<file path="src/rtl/serv_bus_arbiter.sv">
// Two-to-one Wishbone arbiter sharing one master port between ibus and dbus.
// Define SERV_ARB_TIMEOUT_EN to add a watchdog that force-acks stalled cycles.
module serv_bus_arbiter #(
  parameter int AW   = 32,
  parameter int TO_W = 8
) (
  input  logic          i_clk,
  input  logic          i_rst_n,
  input  logic [AW-1:0] i_ibus_adr,
  input  logic          i_ibus_cyc,
  output logic [31:0]   o_ibus_rdt,
  output logic          o_ibus_ack,
  input  logic [AW-1:0] i_dbus_adr,
  input  logic [31:0]   i_dbus_dat,
  input  logic [3:0]    i_dbus_sel,
  input  logic          i_dbus_we,
  input  logic          i_dbus_cyc,
  output logic [31:0]   o_dbus_rdt,
  output logic          o_dbus_ack,
  output logic [AW-1:0] o_wb_adr,
  output logic [31:0]   o_wb_dat,
  output logic [3:0]    o_wb_sel,
  output logic          o_wb_we,
  output logic          o_wb_cyc,
  input  logic [31:0]   i_wb_rdt,
  input  logic          i_wb_ack,
  output logic          o_err,
  output logic          o_busy
);

  typedef enum logic [1:0] {S_IDLE, S_IBUS, S_DBUS} state_t;

  typedef struct packed {
    logic [AW-1:0] adr;
    logic [31:0]   dat;
    logic [3:0]    sel;
    logic          we;
  } wb_req_t;

  state_t  state_q;
  logic    cyc_q;
  logic    last_dbus_q;   // 1: dbus held the most recent grant
  logic    to_fire;
  logic    done;
  wb_req_t ireq, dreq, wreq;

`ifdef SERV_ARB_TIMEOUT_EN
  localparam logic [TO_W-1:0] CNT_MAX = '1;
  logic [TO_W-1:0] cnt_q;

  // Counter sits at zero in IDLE, so every grant starts a fresh count.
  always_ff @(posedge i_clk or negedge i_rst_n) begin
    if (!i_rst_n)                 cnt_q <= '0;
    else if (state_q == S_IDLE)   cnt_q <= '0;
    else if (!i_wb_ack)           cnt_q <= cnt_q + 1'b1;
  end

  // A genuine ack in the same cycle takes precedence over the watchdog.
  assign to_fire = (state_q != S_IDLE) && (cnt_q == CNT_MAX) && !i_wb_ack;
`else
  logic unused_to_w;
  assign unused_to_w = ^TO_W;
  assign to_fire     = 1'b0;
`endif

  assign done = i_wb_ack | to_fire;

  always_ff @(posedge i_clk or negedge i_rst_n) begin
    if (!i_rst_n) begin
      state_q     <= S_IDLE;
      cyc_q       <= 1'b0;
      last_dbus_q <= 1'b1;
    end else begin
      case (state_q)
        S_IDLE: begin
          if (i_ibus_cyc && (!i_dbus_cyc || last_dbus_q)) begin
            state_q     <= S_IBUS;
            cyc_q       <= 1'b1;
            last_dbus_q <= 1'b0;
          end else if (i_dbus_cyc) begin
            state_q     <= S_DBUS;
            cyc_q       <= 1'b1;
            last_dbus_q <= 1'b1;
          end
        end
        S_IBUS: begin
          if (done || !i_ibus_cyc) begin
            state_q <= S_IDLE;
            cyc_q   <= 1'b0;
          end
        end
        S_DBUS: begin
          if (done || !i_dbus_cyc) begin
            state_q <= S_IDLE;
            cyc_q   <= 1'b0;
          end
        end
        default: begin
          state_q <= S_IDLE;
          cyc_q   <= 1'b0;
        end
      endcase
    end
  end

  // Instruction fetches are always full-word reads.
  assign ireq = '{adr: i_ibus_adr, dat: 32'h0, sel: 4'hf, we: 1'b0};
  assign dreq = '{adr: i_dbus_adr, dat: i_dbus_dat, sel: i_dbus_sel, we: i_dbus_we};

  always_comb begin
    wreq = ireq;
    if (state_q == S_DBUS) wreq = dreq;
  end

  assign o_wb_adr   = wreq.adr;
  assign o_wb_dat   = wreq.dat;
  assign o_wb_sel   = wreq.sel;
  assign o_wb_we    = wreq.we;
  assign o_wb_cyc   = cyc_q;

  assign o_ibus_ack = (state_q == S_IBUS) & done;
  assign o_dbus_ack = (state_q == S_DBUS) & done;
  assign o_ibus_rdt = to_fire ? 32'h0 : i_wb_rdt;
  assign o_dbus_rdt = to_fire ? 32'h0 : i_wb_rdt;
  assign o_err      = to_fire;
  assign o_busy     = (state_q != S_IDLE);

endmodule
</file>
<file path="config.mk">
export PLATFORM = sky130hd
export DESIGN_NAME = serv_bus_arbiter
export DESIGN_NICKNAME = d
export VERILOG_FILES = /design/src/rtl/serv_bus_arbiter.sv
export SDC_FILE = /design/constraint.sdc
export NUM_CORES = 1
export LEC_CHECK = 0
export CAP_MARGIN = 10
export CORE_AREA = 10 10 99 101
export CTS_CLUSTER_SIZE = 16
export DETAILED_ROUTE_END_ITERATION = 10
export DIE_AREA = 0 0 109 111
export PLACE_DENSITY = 0.86
export REMOVE_ABC_BUFFERS = 1
export SLEW_MARGIN = 25
export SYNTH_ARGS = -nofsm -noshare
export SYNTH_HDL_FRONTEND = slang
export SYNTH_SLANG_ARGS = --single-unit
export TNS_END_PERCENT = 50
</file>
<file path="constraint.sdc">
create_clock -name i_clk -period 2.5 [get_ports i_clk]
set_input_delay 0.25 -clock i_clk [delete_from_list [all_inputs] [get_ports i_clk]]
set_output_delay 0.25 -clock i_clk [all_outputs]
set_load 0.005 [all_outputs]
</file>
==> results of run 1 <==
## cell type report
| cell class | instances | area, µm² |
|---|---|---|
| Timing Repair Buffer | 180 | 1809 |
| Tap cell | 105 | 131.4 |
| Fill cell | 801 | 5052 |
| Sequential cell | 4 | 101.3 |
| Clock buffer | 4 | 45.04 |
| Multi-Input combinational cell | 86 | 822.0 |
| Inverter | 2 | 7.507 |
## sequential cells by signal, summed over array words and instances, names as in the netlist
| register | count |
|---|---|
| state_q | 2 |
| last_dbus_q | 1 |
| o_wb_cyc | 1 |
## worst reg2reg max path, stage by stage (launching register included)
cell,delay (ns)
dfrtp_1,0.42
nand2b_1,0.18
a211o_1,0.29
nand2_1,0.06
## stage by stage
stage,util,area [µm²]
after global routing,0.3660,2917
after detailed placement,0.3603,2872
after floorplan,-,925.9
after CTS,0.3660,2917
after global placement,0.3603,2872
final,0.3660,2917
## power by group
group / leakage (µW) / switching (µW) / internal [µW]
Clock: 0.0000228 / 32.5 / 109
Combinational: 0.00109 / 304 / 642
Sequential: 0.0000474 / 26.3 / 93.1
## synth_stat cells
library cell / n / share of area
buf_4: 65 / 0.32
and2_1: 34 / 0.14
mux2_4: 32 / 0.32
nand2b_1: 6 / 0.025
buf_12: 3 / 0.040
clkbuf_2: 3 / 0.0099
dfrtp_1: 3 / 0.050
a211oi_1: 2 / 0.0099
buf_6: 2 / 0.015
inv_1: 2 / 0.0050
nand2_1: 2 / 0.0050
nor2_1: 2 / 0.0050
a211o_1: 1 / 0.0058
a21oi_1: 1 / 0.0033
a31oi_1: 1 / 0.0041
and3b_1: 1 / 0.0058
conb_1: 1 / 0.0025
dfstp_2: 1 / 0.017
nor2b_2: 1 / 0.0058
nor3b_1: 1 / 0.0050
o31ai_1: 1 / 0.0050
## path summary, 6_finish.rpt
path                                    from        endpoint  slack (ns)  cells after the start
worst max-delay path              state_q[1]    o_wb_adr[30]        0.27                      4
worst min-delay path                 i_rst_n      state_q[1]        0.23                      1
worst max register to register    state_q[1]        o_wb_cyc        1.48                      3
worst min register to register      o_wb_cyc        o_wb_cyc        0.53                      2
max in group asynchronous            i_rst_n     last_dbus_q        2.04                      1
min in group i_clk              i_wb_rdt[15]  o_ibus_rdt[15]        0.50                      0
## cells by family after synthesis
family,after synthesis,share of synthesized area
buf+inv,75,0.3924
simple gates,47,0.1921
mux,32,0.3179
compound gates,6,0.02815
flops,4,0.06705
other cells,1,0.002481
## metal layers
layer | wire length (µm) | track usage | part of all wire | vias to the layer above
met3 | 2930 | 0.2134 | 0.27 | 4
met5 | 47 | 0.04018 | 0.0044 | -
met2 | 3959 | 0.2141 | 0.37 | 194
met4 | 6 | 0.01055 | 0.00056 | 2
met1 | 3769 | 0.1629 | 0.35 | 640
li1 | - | - | - | 685
==> run metrics, run 1 <==
Die Y=111 µm; CP cell instances=nor2b_4 -> buf_4 -> mux2_4 -> clkdlybuf4s50_1; Post-CTS Hold Fix Bufs=0; ANT nets after route=0; CTS buffer count=3; hold_ws=0.2286 ns; H-tree depth=1; number of synthesized register bits=4; via count=1525; share of post-route cells with drive strength above 1=0.1413; Mean Syn Cell Area=9.160 µm²; fin crit period=2.231 ns; Vias/cell=4.003; initial cell density of the core=0.1897; YS warnings=0; Mapped Cells=165; pwr dens=between 400 and 500 mW/mm²; endpoints failing setup=0; CTS tree=yes; mapped cell area=between 0.0015 and 0.002 mm²; most common cell after layout, fill and taps aside=clkdlybuf4s50_1; Bufs and invs on worst path=2; clk_lat worst skew=~0.22 ns; worst setup margin=0.2689 ns; synthesis-to-finish area growth=92.96%; Total Nets Final=just over 400; post_cts resized=0; Peak Freq=448.2 MHz; DIE AREA=0.01210 mm²; diodes inserted=0; num ports=about 280; Final TNS setup=0 ns; status=finished, final reports clean; final cell count without fillers=roughly 380; Worst setup SP type=flip-flop; vias in the first global route=1780; clock-pin transition on the worst setup and hold timing paths=~0.030 ns; initial antenna violation count=0; Hold Path Class=in -> async; RD Place Congestion=0.9036; worst slack, placed=0.4887 ns; register area share after synthesis=0.06705; total congestion overflow=0; Cells after DPL=~380; worst path required time=2.25 ns; Top delay family on crit path=buffers and inverters; deepest clock path buffer count=2; most frequent cells in the layout=178 x clkdlybuf4s50_1, 34 x and2_1, 32 x mux2_4; FP Rows=33; data arrival time of the critical path=1.98 ns; max incr delay on CP=0.47 ns; dpl hpwl=9461 µm; RSZ-0062 raised after global routing=no; overall power=roughly 1200 µW; post-CTS setup buffers=0; CORE AREA=roughly 0.008 mm²; GRT Total Usage=0.1645; Worst path slowest cell=clkdlybuf4s50_1; first-pass GRT wire length=14240 µm; final hold violation count=0; worst-path maximum fanout=28; Leakage Power=0.001157 µW; first-pass iteration count of the detailed router=4; Yosys cell types=21; Chip Width=109 µm; initial DRC count=25; Setup Skew=0.005287 ns; CTS root buf=clkbuf_8; final WL=~11000 µm; DR WL/cell=28.12 µm; period utilization=0.8924; Max VDD drop=0.3739 mV; Crit Path Category=reg -> out; Max Cap Viol=0; CTS Sinks=4; largest net degree at the start of global routing=43; DRC Markers=0; Buffers on Ports=178; CP endpoint kind=output port; Slew Viols, Final=0
Power figures use the tool's default switching activity.
==> run 2: changes to the inputs <==
- GPL_TIMING_DRIVEN: not set -> 0
- SKIP_LAST_GASP: not set -> 1
==> run metrics, run 2 (same netlist as run 1, synthesis figures left out) <==
status=finished, final reports clean; max reg flops=2 (unchanged); Peak Freq=420.4 MHz (-6.2%); placed instance area=0.002907 mm² (+1.2%); DRC Markers=0 (unchanged); endpoints failing setup=0 (unchanged); worst path required time=2.25 ns (about the same); Post-CTS Hold Fix Bufs=0 (unchanged); worst-path maximum fanout=48 (+71%); fin util=0.3685 (+0.002512); clock-pin transition on the worst setup and hold timing paths=0.04 ns (about the same); Buffers on Ports=178 (unchanged); dpl hpwl=9393 µm (-0.72%); synthesis-to-finish area growth=94.29%; overall power=1240 µW (+2.7%); Sequential cell area=101.3 µm² (unchanged); share of post-route cells with drive strength above 1=0.1444 (+0.003100); Max Cap Viol=0 (unchanged); ANT nets after route=0 (unchanged); Crit Path Category=reg -> out; final cell count without fillers=382 (+0.26%); fin crit period=2.379 ns (+0.1476 ns); initial antenna violation count=0 (unchanged); GRT Total Usage=0.1613 (-0.003212); largest net degree at the start of global routing=28 (-35%); CTS root buf=clkbuf_8; DIE AREA=0.01210 mm² (unchanged); CTS tree=yes; diodes inserted=0 (unchanged); most common cell after layout, fill and taps aside=clkdlybuf4s50_1; CTS buffer count=3 (unchanged); most frequent cells in the layout=176 x clkdlybuf4s50_1, 34 x and2_1, 32 x mux2_4; Total Nets Final=416 (+0.24%); first-pass GRT wire length=13920 µm (-2.2%); period utilization=0.9515 (+0.05903); deepest clock path buffer count=2 (unchanged); fill count=793 (-1.0%); hold_ws=0.2323 ns (+0.003675 ns); CORE AREA=0.007969 mm² (unchanged); DR WL/cell=27.85 µm (-0.96%); final hold violation count=0 (unchanged); CTS Sinks=4 (unchanged); vias in the first global route=1735 (-2.5%); Hold Path Class=in -> async; multi-input gate area in the final layout=822.0 µm² (unchanged); RSZ-0062 raised after global routing=no; Worst setup SP type=flip-flop; Leakage Power=0.001176 µW (+1.6%); H-tree depth=1 (unchanged); FP Rows=33 (unchanged); initial cell density of the core=0.1897 (unchanged); pwr dens=422.2 mW/mm² (+2.0%); Max VDD drop=0.3896 mV (+4.2%); Slew Viols, Final=0 (unchanged); initial DRC count=59 (+140%); design area=0.002937 mm² (+0.69%); Chip Width=109 µm (unchanged); RD Place Congestion=0.8832 (-2.3%); num ports=276 (unchanged); data arrival time of the critical path=2.13 ns (+0.15 ns); total congestion overflow=0 (unchanged); CP endpoint kind=output port; Die Y=111 µm (unchanged); first-pass iteration count of the detailed router=5 (+1); Setup Skew=0.007473 ns (+0.002186 ns); clk_lat worst skew=0.23 ns (about the same); Largest Register=state_q; final WL=10640 µm (-0.70%); Vias/cell=4.141 (+3.5%); Cells after DPL=378 (+0.27%); R2R cell count=3 (unchanged); via count=1582 (+3.7%)
## run 2: cell count changes in the layout (fill, tap and decap cells not counted)
cell / change
buf_12: -1
buf_16: +1
buf_8: +1
clkdlybuf4s50_1: -2
dlygate4sd2_1: +2
## run 2: critical path, stage by stage (launching register included)
cell	delay (ns)
dfrtp_1	0.42
nor2b_4	0.23
buf_16	0.26
buf_8	0.21
mux2_4	0.32
clkdlybuf4s50_1	0.45
## run 2: repair_timing
item | CTS | global route
pin swaps | 0 | 0
endpoints found under the setup margin | 14 | 12
buffers inserted | 1 | 0
resized for setup | 2 | 0
## run 2: report_power, final
group	leakage [µW]	switching [µW]	internal, µW	total (µW)
clock	0.0000228	43.0	110	153
combinational	0.00111	313	654	967
sequential	0.0000474	26.8	93.0	120
## run 2: stage by stage
| stage | setup TNS [ns] | worst slack, ns |
|---|---|---|
| 2_1_floorplan | -21.68 | -0.3690 |
| 3_5_place_dp | 0 | 0.1102 |
| 6_report | 0 | 0.1213 |
| 3_3_place_gp | -109.15 | -1.672 |
| 4_1_cts | 0 | 0.004351 |
| 5_1_grt | 0 | 0.03296 |
## run 2: path summary, 6_finish.rpt
path                                       end         start  slack, ns
worst max-delay path              o_wb_adr[19]    state_q[1]       0.12
worst min-delay path                  o_wb_cyc       i_rst_n       0.23
worst max register to register     last_dbus_q    state_q[0]       1.44
worst min register to register     last_dbus_q   last_dbus_q       0.54
max in group asynchronous          last_dbus_q       i_rst_n       2.02
min in group i_clk              o_dbus_rdt[28]  i_wb_rdt[28]       0.50
## run 2: final cells by class
cell class              instances  area share
clock buffers                   4     0.01534
inverters                       2    0.002556
multi-input cells              86      0.2799
flip-flops and latches          4     0.03451
well taps                     105     0.04474
repair buffers                181      0.6229
## run 2: routing by layer
layer  vias to the layer above  GRT usage  share of wire
li1                        686          -              -
met1                       681     0.1597           0.34
met2                       209     0.2085           0.37
met3                         4     0.2076           0.28
met4                         2    0.01583         0.0027
met5                         -    0.04018         0.0039
